$ cat config.mk
export PLATFORM = sky130hd
export DESIGN_NAME = seg7_scan_driver_flat
export DESIGN_NICKNAME = d
export VERILOG_FILES = /design/src/rtl/seg7_scan_driver_if.sv /design/src/rtl/seg7_scan_driver.sv /design/src/flat_wrapper.sv
export SDC_FILE = /design/constraint.sdc
export NUM_CORES = 1
export LEC_CHECK = 0
export CORE_MARGIN = 5
export CORE_UTILIZATION = 45
export DETAILED_ROUTE_END_ITERATION = 8
export DONT_BUFFER_PORTS = 1
export GPL_TIMING_DRIVEN = 0
export PLACE_DENSITY = 0.73
export SLEW_MARGIN = 5
export SYNTH_ARGS = -nofsm -noshare
export SYNTH_HDL_FRONTEND = slang
export SYNTH_SLANG_ARGS = --single-unit
$ cat constraint.sdc
create_clock -name cin -period 2.9 [get_ports cin]
set_clock_uncertainty 0.15 [all_clocks]
set_input_delay 0.145 -clock cin [delete_from_list [all_inputs] [get_ports cin]]
set_output_delay 0.145 -clock cin [all_outputs]
set_load 0.01 [all_outputs]
$ cat src/rtl/seg7_scan_driver_if.sv
// Host-side load interface of the seven-segment scan driver: value/dp/load in, busy back.
interface seg7_scan_driver_if;
    logic [9:0] value;
    logic [2:0] dp;
    logic       load;
    logic       busy;

    modport master (output value, output dp, output load, input busy);
    modport slave  (input value, input dp, input load, output busy);
endinterface

$ cat src/rtl/seg7_scan_driver.sv
// Three-digit multiplexed seven-segment driver: binary load, sequential
// double-dabble BCD conversion, leading-zero blanking and clock-divided scan.
module seg7_scan_driver #(
    parameter int CLK_DIV  = 1000,
    parameter bit LZ_BLANK = 1'b1
) (
    input  logic              cin,
    input  logic              rstn,
    seg7_scan_driver_if.slave host,
    output logic [7:0]        seg,
    output logic [2:0]        en
);
    localparam int               DIV_W      = (CLK_DIV > 2) ? $clog2(CLK_DIV) : 1;
    localparam logic [DIV_W-1:0] DIV_LAST   = DIV_W'(CLK_DIV - 1);
    localparam logic [3:0]       LAST_SHIFT = 4'd9;
    localparam logic [6:0]       SEG_DASH   = 7'b0111111;
    localparam logic [6:0]       SEG_BLANK  = 7'b1111111;

    // conversion engine
    logic        busy;
    logic [3:0]  shift_cnt;
    logic [9:0]  bin_sr;
    logic [11:0] bcd_sr;
    logic [2:0]  dp_pend;
    logic        ovf_pend;
    logic [11:0] bcd_adj;
    logic [21:0] shifted;
    logic        done;

    // displayed data and its next-state view
    logic [3:0]  dig_u, dig_t, dig_h;
    logic [2:0]  dp_reg;
    logic        ovf_reg;
    logic [3:0]  dig_u_nxt, dig_t_nxt, dig_h_nxt;
    logic [2:0]  dp_nxt;
    logic        ovf_nxt;

    // scan
    logic [DIV_W-1:0] div;
    logic [1:0]       idx, idx_nxt;
    logic             scan_on;
    logic             tc;
    logic [3:0]       cur_digit;
    logic             cur_dp;
    logic             cur_blank;
    logic [6:0]       cur_seg;

    assign host.busy = busy;

    function automatic logic [3:0] add3(input logic [3:0] n);
        return (n >= 4'd5) ? n + 4'd3 : n;
    endfunction

    function automatic logic [6:0] encode(input logic [3:0] d);
        logic [6:0] s;
        case (d)
            4'd0:    s = 7'b1000000;
            4'd1:    s = 7'b1111001;
            4'd2:    s = 7'b0100100;
            4'd3:    s = 7'b0110000;
            4'd4:    s = 7'b0011001;
            4'd5:    s = 7'b0010010;
            4'd6:    s = 7'b0000010;
            4'd7:    s = 7'b1111000;
            4'd8:    s = 7'b0000000;
            4'd9:    s = 7'b0010000;
            default: s = SEG_BLANK;
        endcase
        return s;
    endfunction

    // One double-dabble step: add 3 to every nibble >= 5, then shift {bcd, bin} left.
    always_comb begin
        bcd_adj = {add3(bcd_sr[11:8]), add3(bcd_sr[7:4]), add3(bcd_sr[3:0])};
        shifted = {bcd_adj[10:0], bin_sr, 1'b0};
        done    = busy && (shift_cnt == LAST_SHIFT);
    end

    // Load capture and the ten-step conversion; loads during a conversion are ignored.
    always_ff @(posedge cin or negedge rstn) begin
        if (!rstn) begin
            busy      <= 1'b0;
            shift_cnt <= 4'd0;
            bin_sr    <= 10'd0;
            bcd_sr    <= 12'd0;
            dp_pend   <= 3'd0;
            ovf_pend  <= 1'b0;
        end else if (busy) begin
            bcd_sr    <= shifted[21:10];
            bin_sr    <= shifted[9:0];
            shift_cnt <= shift_cnt + 4'd1;
            if (done) begin
                busy <= 1'b0;
            end
        end else if (host.load) begin
            bin_sr    <= host.value;
            bcd_sr    <= 12'd0;
            shift_cnt <= 4'd0;
            dp_pend   <= host.dp;
            ovf_pend  <= (host.value > 10'd999);
            busy      <= 1'b1;
        end
    end

    // Next displayed data: the finished conversion replaces digits, dp and overflow together.
    always_comb begin
        dig_u_nxt = dig_u;
        dig_t_nxt = dig_t;
        dig_h_nxt = dig_h;
        dp_nxt    = dp_reg;
        ovf_nxt   = ovf_reg;
        if (done) begin
            dig_u_nxt = shifted[13:10];
            dig_t_nxt = shifted[17:14];
            dig_h_nxt = shifted[21:18];
            dp_nxt    = dp_pend;
            ovf_nxt   = ovf_pend;
        end
    end

    // Displayed data registers.
    always_ff @(posedge cin or negedge rstn) begin
        if (!rstn) begin
            dig_u   <= 4'd0;
            dig_t   <= 4'd0;
            dig_h   <= 4'd0;
            dp_reg  <= 3'd0;
            ovf_reg <= 1'b0;
        end else begin
            dig_u   <= dig_u_nxt;
            dig_t   <= dig_t_nxt;
            dig_h   <= dig_h_nxt;
            dp_reg  <= dp_nxt;
            ovf_reg <= ovf_nxt;
        end
    end

    // Scan index: the first terminal count only lights the display on the units
    // digit, later ones rotate units -> tens -> hundreds.
    always_comb begin
        tc      = (div == DIV_LAST);
        idx_nxt = idx;
        if (tc && scan_on) begin
            idx_nxt = (idx == 2'd2) ? 2'd0 : idx + 2'd1;
        end
    end

    // Clock divider, scan index and the sticky display-enable flag.
    always_ff @(posedge cin or negedge rstn) begin
        if (!rstn) begin
            div     <= '0;
            idx     <= 2'd0;
            scan_on <= 1'b0;
        end else begin
            div <= tc ? '0 : div + DIV_W'(1);
            idx <= idx_nxt;
            if (tc) begin
                scan_on <= 1'b1;
            end
        end
    end

    // Segment pattern for the digit about to be shown, built from next-state data
    // so a conversion finishing on a scan edge is already visible.
    always_comb begin
        case (idx_nxt)
            2'd0: begin
                cur_digit = dig_u_nxt;
                cur_dp    = dp_nxt[0];
                cur_blank = 1'b0;
            end
            2'd1: begin
                cur_digit = dig_t_nxt;
                cur_dp    = dp_nxt[1];
                cur_blank = LZ_BLANK && (dig_h_nxt == 4'd0) && (dig_t_nxt == 4'd0);
            end
            default: begin
                cur_digit = dig_h_nxt;
                cur_dp    = dp_nxt[2];
                cur_blank = LZ_BLANK && (dig_h_nxt == 4'd0);
            end
        endcase
        if (ovf_nxt) begin
            cur_seg = SEG_DASH;
        end else if (cur_blank) begin
            cur_seg = SEG_BLANK;
        end else begin
            cur_seg = encode(cur_digit);
        end
    end

    // Registered pins: seg and en change together, only at a slot boundary.
    always_ff @(posedge cin or negedge rstn) begin
        if (!rstn) begin
            seg <= 8'hFF;
            en  <= 3'b111;
        end else if (tc) begin
            seg <= {~cur_dp, cur_seg};
            en  <= ~(3'b001 << idx_nxt);
        end
    end
endmodule

$ cat src/flat_wrapper.sv
// flat-port wrapper written by rule: the top's interface ports become plain ports
module seg7_scan_driver_flat 
#(
    parameter int CLK_DIV  = 1000,
    parameter bit LZ_BLANK = 1'b1
)
  (cin, rstn, seg, en, host_value, host_dp, host_load, host_busy);
  seg7_scan_driver_if host_i ();
  input  logic cin;
  input  logic rstn;
  output logic [7:0] seg;
  output logic [2:0] en;
  input wire logic [$bits(host_i.value)-1:0] host_value;
  input wire logic [$bits(host_i.dp)-1:0] host_dp;
  input wire logic [$bits(host_i.load)-1:0] host_load;
  output wire logic [$bits(host_i.busy)-1:0] host_busy;
  assign host_i.value = host_value;
  assign host_i.dp = host_dp;
  assign host_i.load = host_load;
  assign host_busy = host_i.busy;
  seg7_scan_driver #(.CLK_DIV(CLK_DIV), .LZ_BLANK(LZ_BLANK)) u_core (.cin(cin), .rstn(rstn), .host(host_i), .seg(seg), .en(en));
endmodule
==> out/results.ini <==
[critical_path]
crit_type = register to register
crit_buf_inv = 1
cp_top_family = compound AO/OA/AOI/OAI gates
critPathCaptureType = register
critPathSlowestCell = dfrtp_2
worstPathCellList = inv_1 > ha_4 > nor2b_4 > o21ai_1 > o31ai_2 > mux2i_1 > mux2_4 > ha_1 > or2_0 > a211oi_1
cp_slowest_stage_delay_ns = 0.45
crit_path_max_fanout = 6
worst_ep_required_time_ns = 3.01
setup.worst_path.start_class = register
cp_data_arrival_time_ns = 2.90

[finish]
syn2layout_area_growth_pct = 18.6
drive_above_1_share_pct = 20.7
regArea_sq_um = 1790
top_regs = u_core.bcd_sr: 12 flops, u_core.bin_sr: 10 flops, u_core.div: 10 flops
largest_register_ff_count = 12
layout.nets = 440
top_register = u_core.bcd_sr
diodes = 0
final_cells = 520
nFillCells = 725
multiInputGateArea_sq_um = 1840
utilization_pct = 54.2

[timing]
setup_violations = 0
clock.fmax_mhz = 358
period_needed_ns = 2.79
timing.final.crit_share_pct = 96.4
setup_slack_ns = 0.106
rsz0062_at_grt = true
maxSlewViolCount = 0
finalHoldViolations = 0
slew_headroom_pct = 53.6
worst_hold_slack_ns = 0.117
tightest_slew_ns = 0.697

[detailed_routing]
drtAntennaViolNets = 0
post_drt_wl_per_cell_microns = 15.1
drt_first_pass_iters = 4
drc_errors = 0
drtIter0Drc = 145
vias = 2795
vias_per_cell = 5.38
wirelength_mm = 7.86

[placement]
port_buffers = 0
placed_cells = 478
gp_congestion = 0.816
dp_hpwl_mm = 5.44
dp_slack_ns = -0.182

[power_and_ir_drop]
total_leakage_power_nw = 1.95
peakVddDrop_uv = 425
powerDensity_nw_per_um2 = 893

[hold_path]
hp-class = input port to register

[logic_synthesis]
ys_seq_area_share_pct = 48.4
async_reset_ff_share_pct = 100
syn_inst = 373
synthDistinctLibCells = 57
synth-seq-cells = 71
syn_nets = 403
syn_avg_cell_area_sq_um = 9.92
synth_area_sq_um = 3700
ys.warnings.count = 0
synth-main-ff-cell = dfrtp_1
synth-edff-count = 0

[global_routing]
track_usage_pct = 16.4
gr-total-overflow = 0
grt_pass1_vias = 2812
grt_pass1_wl_mm = 13.3
grt_max_degree = 72
antenna_found_initial = 0

[job]
maxCapViolations = 0

[floorplanning]
dieArea_sq_um = 10100
floorplan.io_pins = 28
die_h_microns = 101
initial_core_util_pct = 45.7
die_x_microns = 101
core_sq_um = 8090
rows = 33

[clocking]
cts_tree = done
root_buffer = clkbuf_8
clock_latency_ns = 0.34
htree_levels = 3
cts_buffer_depth = 2
cts.sinks = 71
cts.clk_slew.worst_paths_ns = 0.07
cts_made_buffers = 9

[outcome]
outcome = complete, no violations

==> cell families after synthesis <==
group	synth area share, %
AO/OA/AOI/OAI	15.0
XOR/XNOR	2.13
adder cells (fa/ha/maj)	4.74
buffers and inverters	4.16
flip-flops	48.4
multiplexers	7.24
AND/OR/NAND/NOR	18.4
==> synth_stat cells (3+ instances only) <==
cell type  count  area share (%)
o22ai_1        5            0.85
a211oi_1       8             1.6
dfstp_2       11             7.8
inv_1         21             2.1
xnor2_1        4            0.95
ha_1          14             4.7
nand2b_1       5            0.85
nor3_1         4            0.54
o21ai_0       26             3.5
clkbuf_1       6            0.61
xor2_1         5             1.2
o31ai_1        6             1.2
buf_2          7            0.95
a21oi_1       11             1.5
nor2_1        30             3.0
o32ai_1        3            0.71
mux2_2         4             1.2
mux2i_1       17             4.6
buf_1          3            0.30
and3_2         3            0.61
nand3_1        8             1.1
dfrtp_1       60              41
nand2_1       59             6.0
nor2b_1        7             1.2
a31oi_1        7             1.2
==> cell usage in the layout, fill, tap and decap left out, types with 4 or more instances in the layout <==
master         count
nand2_1           59
dfrtp_1           58
nor2_1            30
o21ai_0           24
inv_1             21
mux2i_1           16
dlygate4sd3_1     16
ha_1              11
dfstp_2           11
buf_4             10
clkbuf_8          10
a21oi_1            9
nand3_1            8
a211oi_1           7
a31oi_1            7
clkbuf_1           6
nor2b_1            5
nand2b_1           5
xor2_1             5
o22ai_1            5
buf_2              4
nor3_1             4
o21ai_1            4
xnor2_1            4
o31ai_1            4
==> worst register-to-register path, stage by stage (launching register included) <==
cell and delay [ns]:
dfrtp_2 0.45, inv_1 0.15, ha_4 0.17, nor2b_4 0.15, o21ai_1 0.11, o31ai_2 0.33, mux2i_1 0.12, mux2_4 0.31
ha_1 0.32, or2_0 0.22, a211oi_1 0.23
==> metrics by stage <==
stage	setup TNS, ns	power (mW)	area, sq um
CTS	0	3.82	4290
global placement	-0.344	2.87	3830
floorplan	0	2.61	3700
detailed placement	-0.492	2.94	3830
global route	-0.155	4.23	4390
finish	0	3.92	4390
==> routing by layer <==
metal / share of wire [%] / track usage (%) / vias to the layer above
li1: - / - / 1368
met1: 45 / 21.1 / 1360
met4: 1.3 / 5.60 / 0
met5: 0 / 0 / -
met3: 4.9 / 5.19 / 10
met2: 49 / 26.1 / 57
==> final timing paths <==
kind	start	end	slack, ns	cells after the start
max	u_core.bcd_sr[0]	u_core.seg[3]	0.11	10
min	host_load	u_core.bcd_sr[2]	0.12	2
max reg2reg	u_core.bcd_sr[0]	u_core.seg[3]	0.11	10
min reg2reg	u_core.dp_reg[2]	u_core.dp_reg[2]	0.34	2
max in group asynchronous	rstn	u_core.seg[3]	2.09	2
min in group asynchronous	rstn	u_core.div[5]	0.19	2
==> cell type report <==
class,count,share of cell area (%)
multi-input combinational,264,42.0
sequential,71,40.9
timing repair buffer,26,5.82
clock buffer,10,3.14
tap,105,2.99
inverter,22,1.94
buffer,16,1.83
clock inverter,6,1.37
==> report_power, final <==
group | total (mW) | internal [mW] | switching [mW]
clock | 0.784 | 0.416 | 0.368
combinational | 1.64 | 0.698 | 0.943
sequential | 1.49 | 1.29 | 0.203
==> what timing repair did <==
item	4_1_cts	5_1_grt
hold buffers	17	0
buffers inserted	4	5
gates resized for setup	10	18
endpoints found under the hold margin	92	0
endpoints found under the setup margin	4	7
pin swaps	2	4
(Power assumes the default switching activity.)
